==> config.mk <==
export PLATFORM = sky130hd
export DESIGN_NAME = buffer_id_allocator
export DESIGN_NICKNAME = d
export VERILOG_FILES = /design/src/rtl/buffer_id_allocator.sv
export SDC_FILE = /design/constraint.sdc
export NUM_CORES = 1
export LEC_CHECK = 0
export CAP_MARGIN = 30
export CORE_MARGIN = 2
export CORE_UTILIZATION = 41
export CTS_CLUSTER_SIZE = 25
export DETAILED_ROUTE_END_ITERATION = 10
export PLACE_DENSITY_LB_ADDON = 0.3
export RECOVER_POWER = 100
export SLEW_MARGIN = 20
export SYNTH_ARGS = -nofsm -noshare
export SYNTH_HDL_FRONTEND = slang
export SYNTH_SLANG_ARGS = --single-unit
==> constraint.sdc <==
create_clock -name clk -period 8.29 [get_ports clk]
set_input_delay 1.2435 -clock clk [delete_from_list [all_inputs] [get_ports clk]]
set_output_delay 1.2435 -clock clk [all_outputs]
set_load 0.01 [all_outputs]
==> src/rtl/buffer_id_allocator.sv <==
// Buffer ID allocator: hands out IDs popped from an external FWFT free list
// through a one-entry alloc slot, tracks outstanding IDs in a bitmap, vets
// released IDs before returning them to the free list, and supports a
// drain/quiesce sequence that pushes an unclaimed slot ID back.
module buffer_id_allocator #(
  parameter int NUM_IDS  = 8,
  parameter int ID_WIDTH = 32
) (
  input  logic                         clk,
  input  logic                         reset,
  // free-list read side (FWFT)
  input  logic                         fl_empty_n,
  output logic                         fl_read,
  input  logic [ID_WIDTH-1:0]          fl_dout,
  // free-list write side
  input  logic                         fl_full_n,
  output logic                         fl_write,
  output logic [ID_WIDTH-1:0]          fl_din,
  // allocation handshake
  output logic                         alloc_valid,
  input  logic                         alloc_ready,
  output logic [ID_WIDTH-1:0]          alloc_id,
  // release handshake
  input  logic                         free_valid,
  output logic                         free_ready,
  input  logic [ID_WIDTH-1:0]          free_id,
  // quiesce control and status
  input  logic                         drain_req,
  output logic                         drained,
  output logic [$clog2(NUM_IDS+1)-1:0] in_use_count,
  output logic                         err_range,
  output logic                         err_double_free
);

  localparam int IDX_W = (NUM_IDS > 1) ? $clog2(NUM_IDS) : 1;
  localparam int CNT_W = $clog2(NUM_IDS + 1);

  typedef enum logic [1:0] {
    RUN     = 2'd0,
    FLUSH   = 2'd1,
    DRAINED = 2'd2
  } state_t;

  // An ID word is usable only if it names one of the NUM_IDS buffers.
  function automatic logic id_in_range(input logic [ID_WIDTH-1:0] id);
    return id < ID_WIDTH'(NUM_IDS);
  endfunction

  // Bitmap index of an in-range ID.
  function automatic logic [IDX_W-1:0] id_index(input logic [ID_WIDTH-1:0] id);
    return id[IDX_W-1:0];
  endfunction

  // Outstanding-ID counter update, saturating at both ends so a misbehaving
  // free list can never wrap the count.
  function automatic logic [CNT_W-1:0] count_next(input logic [CNT_W-1:0] count,
                                                  input logic             inc,
                                                  input logic             dec);
    logic [CNT_W-1:0] result;
    result = count;
    if (inc && !dec && (count != CNT_W'(NUM_IDS))) begin
      result = count + CNT_W'(1);
    end else if (dec && !inc && (count != '0)) begin
      result = count - CNT_W'(1);
    end
    return result;
  endfunction

  state_t                state;
  state_t                state_next;
  logic                  slot_valid;
  logic [ID_WIDTH-1:0]   slot_id;
  logic [NUM_IDS-1:0]    bitmap;
  logic [NUM_IDS-1:0]    bitmap_next;

  logic                  alloc_fire;
  logic                  flush_push;
  logic                  free_fire;
  logic                  free_in_range;
  logic                  free_bit;
  logic                  free_ok;
  logic                  free_bad_range;
  logic                  free_double;
  logic                  pop_in_range;
  logic                  pop_bad;

  assign alloc_id = slot_id;

  // Next state and handshake outputs; reset forces every strobe low while
  // free_ready keeps tracking free-list space.
  always_comb begin
    state_next  = state;
    alloc_valid = 1'b0;
    fl_read     = 1'b0;
    free_ready  = fl_full_n;
    flush_push  = 1'b0;
    drained     = 1'b0;
    if (!reset) begin
      unique case (state)
        RUN: begin
          alloc_valid = slot_valid;
          // Refill the slot whenever it is empty or being taken this cycle.
          fl_read     = fl_empty_n & (~slot_valid | alloc_ready);
          if (drain_req) begin
            state_next = FLUSH;
          end
        end
        FLUSH: begin
          // The write port is reserved for the slot return while it is pending.
          free_ready = fl_full_n & ~slot_valid;
          flush_push = slot_valid & fl_full_n;
          if (!slot_valid || flush_push) begin
            state_next = DRAINED;
          end
        end
        DRAINED: begin
          drained = (in_use_count == '0);
          if (!drain_req) begin
            state_next = RUN;
          end
        end
        default: begin
          state_next = RUN;
        end
      endcase
    end
  end

  assign alloc_fire     = alloc_valid & alloc_ready;
  assign free_fire      = free_valid & free_ready & ~reset;
  assign free_in_range  = id_in_range(free_id);
  assign free_bit       = free_in_range & bitmap[id_index(free_id)];
  assign free_ok        = free_fire & free_bit;
  assign free_bad_range = free_fire & ~free_in_range;
  assign free_double    = free_fire & free_in_range & ~free_bit;
  assign pop_in_range   = id_in_range(fl_dout);
  assign pop_bad        = fl_read & ~pop_in_range;

  // Only one source can write per cycle: frees are blocked while a flush
  // push is possible.
  assign fl_write = free_ok | flush_push;
  assign fl_din   = flush_push ? slot_id : free_id;

  // Bitmap update: the free is judged on the start-of-cycle bitmap, so a
  // free of the ID being allocated right now is seen as a double free.
  always_comb begin
    bitmap_next = bitmap;
    if (alloc_fire) begin
      bitmap_next[id_index(slot_id)] = 1'b1;
    end
    if (free_ok) begin
      bitmap_next[id_index(free_id)] = 1'b0;
    end
  end

  // State register.
  always_ff @(posedge clk) begin
    if (reset) begin
      state <= RUN;
    end else begin
      state <= state_next;
    end
  end

  // Slot occupancy: loaded by an in-range pop, emptied by a handshake or a
  // flush push; an out-of-range pop leaves it empty.
  always_ff @(posedge clk) begin
    if (reset) begin
      slot_valid <= 1'b0;
    end else if (fl_read) begin
      slot_valid <= pop_in_range;
    end else if (alloc_fire || flush_push) begin
      slot_valid <= 1'b0;
    end
  end

  // Slot ID word captured on a valid pop.
  always_ff @(posedge clk) begin
    if (fl_read && pop_in_range) begin
      slot_id <= fl_dout;
    end
  end

  // In-use bitmap and outstanding count.
  always_ff @(posedge clk) begin
    if (reset) begin
      bitmap       <= '0;
      in_use_count <= '0;
    end else begin
      bitmap       <= bitmap_next;
      in_use_count <= count_next(in_use_count, alloc_fire, free_ok);
    end
  end

  // Sticky error flags, cleared only by reset.
  always_ff @(posedge clk) begin
    if (reset) begin
      err_range       <= 1'b0;
      err_double_free <= 1'b0;
    end else begin
      err_range       <= err_range | free_bad_range | pop_bad;
      err_double_free <= err_double_free | free_double;
    end
  end

  // Free-list port sanity.
  a_write_has_space: assert property (@(posedge clk) disable iff (reset) fl_write |-> fl_full_n);
  a_read_has_word: assert property (@(posedge clk) disable iff (reset) fl_read |-> fl_empty_n);

endmodule

==> results of run 1 <==
==> synth_stat cells, drive strengths merged <==
cell type   n
nor2b       7
o22ai       2
a22o        1
a31oi       5
o21ai       2
nor3       11
fa          1
nor3b       1
a311oi      2
and3        4
dfxtp      17
and2        1
a21o        1
mux4        1
edfxtp     32
inv         2
a2bb2oi     1
buf         5
clkbuf      4
mux2       32
a21oi      11
or3         1
nand2       8
mux2i       7
nand4       4
nor2       19
nand2b      2
xor2        1
nand4bb     1
nor4       13
a311o       1
ha          2
a211oi      6
a41oi       1
nand3       6
==> registers in the layout (all words and copies together) (netlist names) <==
name,count
state,2
slot_valid,1
in_use_count,4
err_range,1
err_double_free,1
bitmap,8
alloc_id,32
==> cells by family (layout without fill, tap and decap cells) <==
family          count (synthesis)  count (layout)  synth area share [%]
buf+inv                        11             157                 2.241
mux                            40              40                 18.03
simple gates                   78              78                 17.08
compound gates                 33              33                 8.716
xor+xnor                        1               1                0.3487
fa+ha+maj                       3               3                 1.793
flops                          49              49                 51.79
==> path summary, 6_finish.rpt <==
check / startpoint / to / slack (ns) / cells after the start
setup / recovery: reset / fl_din[2] / 2.11 / 6
hold reg to reg: err_range$_SDFF_PP0_ / err_range$_SDFF_PP0_ / 0.48 / 2
hold / removal: err_range$_SDFF_PP0_ / err_range$_SDFF_PP0_ / 0.48 / 2
setup reg to reg: state[1]$_SDFFE_PP0P_ / in_use_count[3]$_SDFFE_PP0P_ / 5.14 / 11
==> worst max-delay path: cells and delay by family <==
family | cells | cell delay, ns
and+or+nand+nor | 2 | 0.69
muxes | 1 | 0.44
buffers and inverters | 3 | 2.55
==> area by class of cell <==
| cell class | count | share of cell area, % |
|---|---|---|
| Multi-Input combinational cell | 155 | 27.99 |
| Clock buffer | 8 | 1.960 |
| Tap cell | 75 | 2.297 |
| Timing Repair Buffer | 147 | 35.71 |
| Sequential cell | 49 | 31.85 |
| Inverter | 2 | 0.1838 |
==> layer usage <==
| metal | part of all wire [%] | up-vias | wire, um | track usage, % |
|---|---|---|---|---|
| met4 | 3.3 | 0 | 245 | 9.667 |
| met1 | 39 | 1085 | 2923 | 26.73 |
| li1 | - | 1129 | - | - |
| met5 | 0 | - | 0 | 0 |
| met2 | 50 | 107 | 3734 | 39.35 |
| met3 | 7.4 | 18 | 551 | 5.326 |
==> power groups by stage <==
| stage | Sequential [mW] | Clock (mW) | Combinational [mW] |
|---|---|---|---|
| 4_1_cts | 0.262 | 0.135 | 0.0813 |
| 6_report | 0.262 | 0.132 | 0.0740 |
| 5_1_grt | 0.262 | 0.145 | 0.0788 |
| 3_5_place_dp | 0.267 | 0 | 0.0808 |
| 2_1_floorplan | 0.267 | 0 | 0.0226 |
| 3_3_place_gp | 0.267 | 0 | 0.0795 |
==> through the flow <==
stage	setup WS, ns	instance area [sq um]
3_5_place_dp	2.975	4029
6_report	2.109	4085
4_1_cts	2.971	4109
2_1_floorplan	3.754	2512
5_1_grt	1.907	4085
3_3_place_gp	3.035	4029
==> load_flow_metrics.sql, run 1 <==
INSERT INTO impl_metrics (metric_group, metric, value, unit) VALUES
('layout', 'footprint_of_the_multi_input_gates', '0.001144', 'sq mm'),
('pwr', 'design_power_total', '0.4676', 'mW'),
('sta', 'drv_slew', '62', ''),
('clock_tree', 'cts.clk_slew.worst_paths', '0.08', 'ns'),
('worst_setup_path', 'critical_path.max_stage_delay', '1.13', 'ns'),
('clock_tree', 'worstSkewPairLatency', '0.29', 'ns'),
('die', 'core', '0.005921', 'sq mm'),
('layout', 'fin_cells', '436', ''),
('place', 'gp_congestion', '0.8906', ''),
('sta', 'finalHoldViolCount', '0', ''),
('drt', 'wirelength_per_cell', '17.10', 'um'),
('synthesis', 'yosysSeqAreaShare', '51.79', '%'),
('worst_setup_path', 'endpoint_kind', 'primary output', ''),
('pwr', 'vdd_ir_drop_max', '0.08514', 'mV'),
('drt', 'post-route-drc-count', '0', ''),
('sta', 'post-route-period-util', '74.56', '%'),
('worst_setup_path', 'critPathArrivalTime', '4.94', 'ns'),
('drt', 'detail_route.vias_per_cell', '5.365', ''),
('global_routing', 'grt_max_degree', '33', ''),
('sta', 'max_freq', '0.1618', 'GHz'),
('sta', 'final_setup_vio_count', '0', ''),
('synthesis', 'syn-num-nets', '289', ''),
('clock_tree', 'post_cts_hold_fix_bufs', '0', ''),
('layout', 'layout.core_utilization', '69.00', '%'),
('layout', 'insertedDiodeCount', '0', ''),
('place', 'port_buffers', '145', ''),
('sta', 'fin_hold_ws', '0.4790', 'ns'),
('worst_setup_path', 'worstSetupPathType', 'primary input to primary output', ''),
('synthesis', 'synth-seq-cells', '49', ''),
('layout', 'most-common-layout-cells', 'dlygate4sd3_1 (107), clkdlybuf4s50_1 (38), edfxtp_1 (32)', ''),
('worst_setup_path', 'worst_ep_required_time', '7.05', 'ns'),
('sta', 'finalWorstPathRequiredPeriod', '6.181', 'ns'),
('synthesis', 'synth_warnings', '0', ''),
('sta', 'grt_setup_unrepaired', 'false', ''),
('global_routing', 'number_of_antenna_violations_at_the_first_check_in_global_routing', '0', ''),
('global_routing', 'global_route_wire_length_before_repair', '11.45', 'mm'),
('clock_tree', 'tritoncts.num_buffers', '5', ''),
('pwr', 'p_per_area', '114.5', 'mW/mm^2'),
('hold_path', 'min-delay-path-class', 'flip-flop to flip-flop', ''),
('run', 'timing.max_cap.violations', '2', ''),
('clock_tree', 'cts.sinks', '49', ''),
('pwr', 'p_switching', '0.1003', 'mW'),
('sta', 'worstMarginPinSlew', '1.673', 'ns'),
('clock_tree', 'cts-root-to-sink-buffers', '2', ''),
('pwr', 'internal_power', '0.3673', 'mW'),
('sta', 'slew_headroom', '-11.51', '%'),
('clock_tree', 'h-tree-depth', '2', ''),
('place', 'place.detailed.instances', '428', ''),
('global_routing', 'grt_util_all_layers', '22.68', '%'),
('worst_setup_path', 'crit_fanout', '28', ''),
('worst_setup_path', 'cpMostUsedCell', 'dlygate4sd3_1', ''),
('layout', 'nets', '434', ''),
('layout', 'final_layout_size_suffix_gt1_share', '11.08', '%'),
('die', 'dieArea', '0.006770', 'sq mm'),
('clock_tree', 'cts_setup_buffers', '0', ''),
('run_status', 'result_of_the_run', 'finished, violations left', ''),
('synthesis', 'yosys-top-cells-area', 'edfxtp_1 (38%), mux2_2 (14%), dfxtp_1 (14%)', ''),
('drt', 'first_pass_iters', '4', ''),
('pwr', 'sequential_group_share_of_total_power', '55.9', '%'),
('worst_setup_path', 'critical_path.cell_chain', 'dlygate4sd3_1, nor3b_1, and3_1, clkbuf_1, mux2_2, dlygate4sd3_1', ''),
('synthesis', 'postSynthAreaPerCell', '11.69', 'sq um'),
('drt', 'wirelength', '7.454', 'mm'),
('die', 'ios', '146', ''),
('run_status', 'violations_in_the_final_reports', 'max-capacitance violations, max-slew violations', ''),
('layout', 'synthToLayoutAreaGrowth', '62.60', '%'),
('worst_setup_path', 'critPathSlowestCell', 'clkbuf_1', ''),
('pwr', 'leakage', '1.446', 'nW'),
('drt', 'detailroute.via_count', '2339', ''),
('synthesis', 'synth_top_area_share', '38.25', '%'),
('synthesis', 'synth_area', '0.002512', 'sq mm'),
('worst_setup_path', 'crit_path_start_kind', 'primary input', '');
No activity file was read; power rests on OpenSTA's default activity.
==> run 2, diff against run 1 <==
Settings changed: CORE_UTILIZATION 41 to 38.
Clock period 8.29 ns to 6.3 ns, I/O delays scaled along.
==> run 2 against run 1 <==
Net effect:
- count of clock-buffer cells in the layout is 2 lower
- clock power is 36% higher
- core utilization is 4.9 points lower
- first-iteration DRC count is 53% lower
- critical path depth is 1 higher
- sequential share of layout area is 0.068 points lower
- highest routed layer unchanged
- critical endpoint is now fl_write
- flip-flop and latch count stayed put
- the run still ends with max-capacitance violations, max-slew violations left
- routed wire length is 0.25% lower
- register-to-register slack worse by 2.0 ns
==> load_flow_metrics.sql, run 2 (synthesized netlist as in run 1, its figures left out) <==
INSERT INTO impl_metrics (metric_group, metric, value, unit) VALUES
('drt', 'detail_route.vias_per_cell', '5.265', ''),
('clock_tree', 'cts.sinks', '49', ''),
('pwr', 'vdd_ir_drop_max', '0.1034', 'mV'),
('clock_tree', 'cts-root-to-sink-buffers', '2', ''),
('place', 'dpl.hpwl', '5.964', 'mm'),
('global_routing', 'global_route_wire_length_before_repair', '11.54', 'mm'),
('clock_tree', 'worstSkewPairLatency', '0.30', 'ns'),
('drt', 'wirelength_per_cell', '16.97', 'um'),
('drt', 'post-route-drc-count', '0', ''),
('global_routing', 'overall_overflow_remaining_after_global_route', '0', ''),
('clock_tree', 'cts.root.buffer_cell', 'clkbuf_8', ''),
('worst_setup_path', 'family_with_the_most_delay_on_the_worst_path', 'buffers and inverters', ''),
('place', 'place.detailed.instances', '430', ''),
('global_routing', 'number_of_antenna_violations_at_the_first_check_in_global_routing', '0', ''),
('hold_path', 'holdCritStartpoint', 'err_double_free$_SDFF_PP0_', ''),
('layout', 'insertedDiodeCount', '0', ''),
('layout', 'nets', '434', ''),
('global_routing', 'first_global_vias', '2260', ''),
('drt', 'drt_iter0_drc', '63', ''),
('worst_setup_path', 'setup.reg_to_reg.worst_slack', '3.11', 'ns'),
('worst_setup_path', 'worst_ep_required_time', '5.35', 'ns'),
('sta', 'slew_headroom', '-0.8716', '%'),
('layout', 'most_common_library_cell_in_the_layout_ignoring_fill_and_taps', 'dlygate4sd3_1', ''),
('hold_path', 'whs_path_depth', '2', ''),
('sta', 'post-route-worst-setup-slack', '1.267', 'ns'),
('sta', 'setup_tns', '0', 'ns'),
('worst_setup_path', 'r2r-start', 'state[0]$_SDFFE_PP0P_', ''),
('worst_setup_path', 'worstSetupPathType', 'primary input to primary output', ''),
('hold_path', 'worst_hold_endpoint', 'err_double_free$_SDFF_PP0_', ''),
('sta', 'post-route-period-util', '79.88', '%'),
('die', 'initial_core_util', '39.34', '%'),
('worst_setup_path', 'reg2reg_depth', '4', ''),
('die', 'core', '0.006386', 'sq mm'),
('global_routing', 'grt_util_all_layers', '20.45', '%'),
('run_status', 'violations_in_the_final_reports', 'max-capacitance violations, max-slew violations', ''),
('drt', 'first_pass_iters', '4', ''),
('worst_setup_path', 'crit_buf_inv', '2', ''),
('worst_setup_path', 'critical_path.cell_chain', 'dlygate4sd3_1, nand4bb_1, nand3_1, nor3_1, nand2_1, nand2_1, dlygate4sd3_1', ''),
('die', 'dieArea', '0.007278', 'sq mm'),
('worst_setup_path', 'endpoint_kind', 'primary output', ''),
('clock_tree', 'h-tree-depth', '2', ''),
('worst_setup_path', 'worstReg2RegEnd', 'alloc_id[17]$_DFFE_PP_', ''),
('layout', 'synthToLayoutAreaGrowth', '62.95', '%'),
('hold_path', 'min-delay-path-class', 'flip-flop to flip-flop', ''),
('clock_tree', 'post_cts_hold_fix_bufs', '0', ''),
('pwr', 'p_switching', '0.1397', 'mW'),
('sta', 'finalHoldViolCount', '0', ''),
('clock_tree', 'cts.clk_slew.worst_paths', '0.09', 'ns'),
('layout', 'flip_flop_count_of_the_largest_register_all_copies_and_words_added', '32', ''),
('pwr', 'power.share.clock', '29.0', '%'),
('place', 'pre_cts_ws', '1.654', 'ns'),
('place', 'gp_congestion', '0.8471', ''),
('pwr', 'combinationalPowerShare', '15.6', '%'),
('layout', 'fin_cells', '438', ''),
('sta', 'fin_worst_skew', '0.005633', 'ns'),
('layout', 'layout.core_utilization', '64.11', '%'),
('pwr', 'p_per_area', '151.7', 'mW/mm^2'),
('pwr', 'design_power_total', '0.6209', 'mW'),
('layout', 'most-common-layout-cells', 'dlygate4sd3_1 (107), clkdlybuf4s50_1 (38), edfxtp_1 (32)', ''),
('die', 'die_height', '85.31', 'um'),
('drt', 'wirelength', '7.435', 'mm'),
('clock_tree', 'tritoncts', 'built', ''),
('worst_setup_path', 'critPathArrivalTime', '4.09', 'ns'),
('pwr', 'leakage', '1.451', 'nW'),
('layout', 'n_fill_cell', '506', ''),
('pwr', 'internal_power', '0.4812', 'mW'),
('place', 'port_buffers', '145', ''),
('sta', 'drv_slew', '30', ''),
('die', 'rows', '29', ''),
('clock_tree', 'tritoncts.num_buffers', '5', ''),
('drt', 'detailroute.via_count', '2306', ''),
('clock_tree', 'cts_setup_buffers', '0', ''),
('sta', 'grt_setup_unrepaired', 'false', ''),
('pwr', 'power_switching_share', '22.50', '%'),
('worst_setup_path', 'crit_fanout', '20', ''),
('worst_setup_path', 'critical_path.max_stage_delay', '1.05', 'ns'),
('die', 'die_w', '85.31', 'um'),
('worst_setup_path', 'crit_path_start_kind', 'primary input', ''),
('run_status', 'result_of_the_run', 'finished, violations left', ''),
('run', 'timing.max_cap.violations', '1', ''),
('global_routing', 'grt_max_degree', '33', ''),
('worst_setup_path', 'critPathSlowestCell', 'dlygate4sd3_1', ''),
('clock_tree', 'postCtsResizedCells', '0', ''),
('sta', 'finalWorstPathRequiredPeriod', '5.033', 'ns'),
('sta', 'max_freq', '0.1987', 'GHz'),
('pwr', 'sequential_group_share_of_total_power', '55.5', '%'),
('die', 'ios', '146', ''),
('drt', 'detail-route-antenna-nets', '0', ''),
('sta', 'final_setup_vio_count', '0', ''),
('layout', 'final_layout_size_suffix_gt1_share', '11.91', '%'),
('sta', 'worstMarginPinSlew', '1.513', 'ns');
-- run 2: changes by cell type in the layout (fill, tap and decap cells not counted), sizes merged --
cell	before	now
clkinvlp	0	1
clkbuf	10	7
buf	0	1
clkinv	0	1
-- run 2: metal layers --
layer  track usage (%)  vias up  part of all wire, %  wire length, um
met5                 0        -                    0                0
met1             25.54     1076                   41             3054
met2             34.52       93                   50             3736
met3             5.642        9                  7.2              535
li1                  -     1128                    -                -
met4             6.205        0                  1.5              109
-- run 2: cell type report --
class	count	area, sq um	area share (%)
well taps	77	96.34	2.353
inverters	2	7.507	0.1834
flip-flops and latches	49	1301	31.78
clock inverters	2	10.01	0.2445
multi-input cells	155	1144	27.93
repair buffers	147	1463	35.73
clock buffers	6	72.57	1.773
-- run 2: worst max path at each step --
| stage | from | end | slack [ns] | cells past startpoint |
|---|---|---|---|---|
| 3_5_place_dp | reset | fl_din[0] | 1.65 | 6 |
| 2_1_floorplan | reset | alloc_id[0]$_DFFE_PP_ | 2.06 | 4 |
| 4_1_cts | reset | fl_din[0] | 1.65 | 6 |
| 6_report | reset | fl_write | 1.27 | 7 |
| 5_1_grt | reset | fl_write | 1.04 | 7 |
| 3_3_place_gp | reset | fl_din[30] | 1.74 | 6 |
-- run 2: power by group through the flow --
stage,logic (mW),registers [mW],clock network (mW)
floorplan,0.0298,0.351,0
global placement,0.105,0.352,0
detailed placement,0.106,0.352,0
CTS,0.106,0.344,0.183
global route,0.103,0.345,0.193
finish,0.0966,0.344,0.180
-- run 2: metrics by stage --
| step | hold slack [ns] | instance area, sq um |
|---|---|---|
| CTS | 0.4926 | 4114 |
| global placement | 0.4614 | 4031 |
| global route | 0.5116 | 4094 |
| floorplan | 0.4936 | 2512 |
| finish | 0.4803 | 4094 |
| detailed placement | 0.4722 | 4031 |
-- run 2: worst register-to-register path: cells and delay by family (launching register included) --
| family | cells | cell delay, ns |
|---|---|---|
| buffers and inverters | 1 | 1.17 |
| DFF | 1 | 0.41 |
| and+or+nand+nor | 3 | 1.21 |
